[src/rtl/mem_chk_pkg.sv]
// Shared definitions for the memory read-data scoreboard.
package mem_chk_pkg;

    localparam int MAX_LATENCY = 30;

    localparam int DEF_AW  = 10;
    localparam int DEF_DW  = 32;
    localparam int DEF_CW  = 16;

endpackage

[src/rtl/mem_chk_dly.sv]
// Fixed-depth delay line carrying captured read expectations to the compare point.
module mem_chk_dly
    import mem_chk_pkg::*;
#(
    parameter int AW      = DEF_AW,
    parameter int DW      = DEF_DW,
    parameter int LATENCY = 2
) (
    input  logic          clk,
    input  logic          rst,
    input  logic          in_vld,
    input  logic [AW-1:0] in_addr,
    input  logic [DW-1:0] in_exp,
    input  logic [DW-1:0] in_msk,
    output logic          out_vld,
    output logic [AW-1:0] out_addr,
    output logic [DW-1:0] out_exp,
    output logic [DW-1:0] out_msk
);

    typedef struct packed {
        logic [AW-1:0] addr;
        logic [DW-1:0] exp;
        logic [DW-1:0] msk;
    } entry_t;

    if (LATENCY == 0) begin : g_pass
        assign out_vld  = in_vld;
        assign out_addr = in_addr;
        assign out_exp  = in_exp;
        assign out_msk  = in_msk;
    end else begin : g_line
        logic   [LATENCY-1:0] vld;
        entry_t               data [LATENCY];

        // Only the valid bits are cleared; payload is don't-care when invalid.
        always_ff @(posedge clk or negedge rst) begin
            if (!rst) begin
                vld <= '0;
            end else begin
                vld[0] <= in_vld;
                for (int i = 1; i < LATENCY; i++)
                    vld[i] <= vld[i-1];
            end
        end

        always_ff @(posedge clk) begin
            data[0] <= '{addr: in_addr, exp: in_exp, msk: in_msk};
            for (int i = 1; i < LATENCY; i++)
                data[i] <= data[i-1];
        end

        assign out_vld  = vld[LATENCY-1];
        assign out_addr = data[LATENCY-1].addr;
        assign out_exp  = data[LATENCY-1].exp;
        assign out_msk  = data[LATENCY-1].msk;
    end

endmodule

[config.mk]
export PLATFORM = sky130hd
export DESIGN_NAME = mem_chk_dly
export DESIGN_NICKNAME = d
export VERILOG_FILES = /design/src/rtl/mem_chk_pkg.sv /design/src/rtl/mem_chk_dly.sv
export SDC_FILE = /design/constraint.sdc
export NUM_CORES = 1
export LEC_CHECK = 0
export BUFFER_PORTS_ARGS = -buffer_cell sky130_fd_sc_hd__clkbuf_2
export CAP_MARGIN = 20
export CELL_PAD_IN_SITES_DETAIL_PLACEMENT = 0
export CELL_PAD_IN_SITES_GLOBAL_PLACEMENT = 1
export CORE_MARGIN = 2
export CORE_UTILIZATION = 36
export DETAILED_ROUTE_END_ITERATION = 10
export PLACE_DENSITY = 0.79
export SYNTH_ARGS = -nofsm -noshare
export SYNTH_HDL_FRONTEND = slang
export SYNTH_SLANG_ARGS = --single-unit
export TNS_END_PERCENT = 5
[constraint.sdc]
create_clock -name clk -period 0.8 [get_ports clk]
set_clock_uncertainty 0.05 [all_clocks]
set_input_delay 0.08 -clock clk [delete_from_list [all_inputs] [get_ports clk]]
set_output_delay 0.08 -clock clk [all_outputs]
set_load 0.05 [all_outputs]
==> results.txt <==
hpwl dp -> 3.74 mm
Worst Path Required -> 670 ps
total CTS buffers -> 17
CP startpoint kind -> flip-flop
crit-path max FO -> 1
IO Count -> 152
overall routed net length -> 7.56 mm
CP cell instances -> buf_8
Setup Slack @ Placement -> 70.3 ps
final clock period utilization by the worst path -> 147%
first drt pass iteration count -> 3
Die W -> 104 um
first-pass GRT wire length -> 11.8 mm
Post-Route Utilization -> 67.0%
vias per inst -> 3.71
area occupied by multi-input gates -> 0 um^2
post-synth cell types -> 3
Yosys Warn Count -> 0
Post-route DRC -> 0
total power -> 18.1 mW
crit end category -> primary output
Buffers & Inverters on Critical Path -> 1
final setup fails -> 75
GRT overflow -> 0
path type of the worst min-delay path -> input port to flip-flop
family with the most delay on the worst path -> flip-flops
IO Port Bufs -> 151
Synth Instances -> 224
total clock sinks -> 150
final instance area -> 6480 um^2
vias in the first global route -> 2332
register area share after synthesis -> 84.4%
Slew headroom -> 82.0%
ANT nets after route -> 0
Starting Density -> 36.8%
clk_lat worst skew -> 500 ps
Final Non-Filler Cells -> 543
Max clock buf depth -> 2
setup TNS -> -23320 ps
layout cells sized above 1 -> 62.7%
htree depth -> 4
core region area -> 9680 um^2
Yosys reg bits -> 150
Worst Path Arrival -> 1050 ps
post-CTS repair timing setup buffer count -> 0
RSZ-0062 raised after global routing -> true
WL/cell -> 13.9 um
CTS tree -> done
setup ws final -> -377 ps
ANT cells -> 0
status -> finished, violations left
Root Driver -> clkbuf_8
LEAKAGE -> 2.92 nW
Worst-Margin Slew -> 269 ps
Final Hold Fails -> 0
placed cells -> 434
Die Y -> 104 um
fin. max-slew vios -> 0
antenna violations before repair -> 0
Slowest-stage cell, CP -> dfrtp_1
via count -> 2012
Syn Area/Cell -> 15.9 um^2
Min Hold Slack -> 166 ps
Site Rows -> 36
GR Util All Layers -> 14.7%
failing checks -> negative setup slack
pin count of the biggest net entering global routing -> 17
P&R area growth vs syn -> 81.7%
Final Wtd Congestion -> 0.649
#MultiIn Comb -> 0
VDD IR-drop max -> 1670 uV
Max Fclk -> 849 MHz
Max Cap Viol -> 0
Worst-path clk slew -> 60 ps
pwr dens -> 2790 nW/um^2
slowest stage delay, CP -> 400 ps
die area -> 10700 um^2
WS Path Type -> flip-flop to primary output
Tmin final -> 1180 ps
Post-Syn Area -> 3570 um^2
Syn Nets -> 301
Nets -> 474
dpl cell area -> 3940 um^2
detailed router's first-iteration violation count -> 34
metal layers:
| layer | vias up | global-route usage (%) | part of all wire, % |
|---|---|---|---|
| met5 | - | 0 | 0 |
| met4 | 0 | 7.53 | 2.3 |
| met3 | 15 | 8.12 | 9.5 |
| met2 | 107 | 27.5 | 57 |
| met1 | 925 | 12.3 | 31 |
| li1 | 965 | - | - |
cell usage in the layout, fill, tap and decap left out:
master,Yosys,final
dlygate4sd3_1,0,77
clkbuf_2,0,76
dfxtp_1,148,74
dfxtp_2,0,74
clkbuf_16,0,48
buf_8,0,43
inv_6,0,5
bufinv_16,0,3
clkbuf_8,0,2
inv_8,0,2
clkinv_4,0,2
dfrtp_1,2,2
clkinv_2,0,1
clkinvlp_4,0,1
area by class of cell:
class / count / area [um^2]
well taps: 133 / 166
flip-flops and latches: 150 / 3110
clock buffers: 18 / 428
clock inverters: 14 / 186
fillers: 619 / 3200
repair buffers: 228 / 2600
report_power, final:
part | total [mW] | leakage, nW | internal [mW] | switching (mW)
clock | 8.05 | 0.301 | 4.93 | 3.11
sequential | 8.11 | 1.27 | 7.92 | 0.195
combinational | 1.95 | 1.35 | 1.03 | 0.917
path summary, 6_finish.rpt:
path	slack, ps	from	cells past startpoint	to
worst max-delay path	-380	g_line.vld[1]$_DFF_PN0_	1	out_vld
worst min-delay path	170	in_msk[2]	2	g_line.data[0][2]$_DFF_P_
worst max register to register	270	g_line.vld[0]$_DFF_PN0_	0	g_line.vld[1]$_DFF_PN0_
worst min register to register	270	g_line.data[0][24]$_DFF_P_	0	g_line.data[0][98]$_DFF_P_
max in group asynchronous	180	rst	3	g_line.vld[1]$_DFF_PN0_
min in group asynchronous	390	rst	3	g_line.vld[0]$_DFF_PN0_
kinds of logic (layout without fill, tap and decap cells):
group,Yosys count,after routing,share of synthesized area [%]
buffers and inverters,74,260,15.6
flip-flops,150,150,84.4
sequential cells by signal, summed over array words and instances (netlist names):
register / cells
g_line.vld: 2
g_line.data: 148
synthesized netlist by cell type:
cell / count / area share, %
buf_4: 74 / 16
dfrtp_1: 2 / 1.4
dfxtp_1: 148 / 83
timing repair:
item | in CTS | in global routing
hold buffers | 77 | 0
gates cloned | 0 | 0
hold endpoints to repair | 77 | 0
gates resized for setup | 250 | 49
setup endpoints to repair | 75 | 75
No activity file was read; power rests on OpenSTA's default activity.
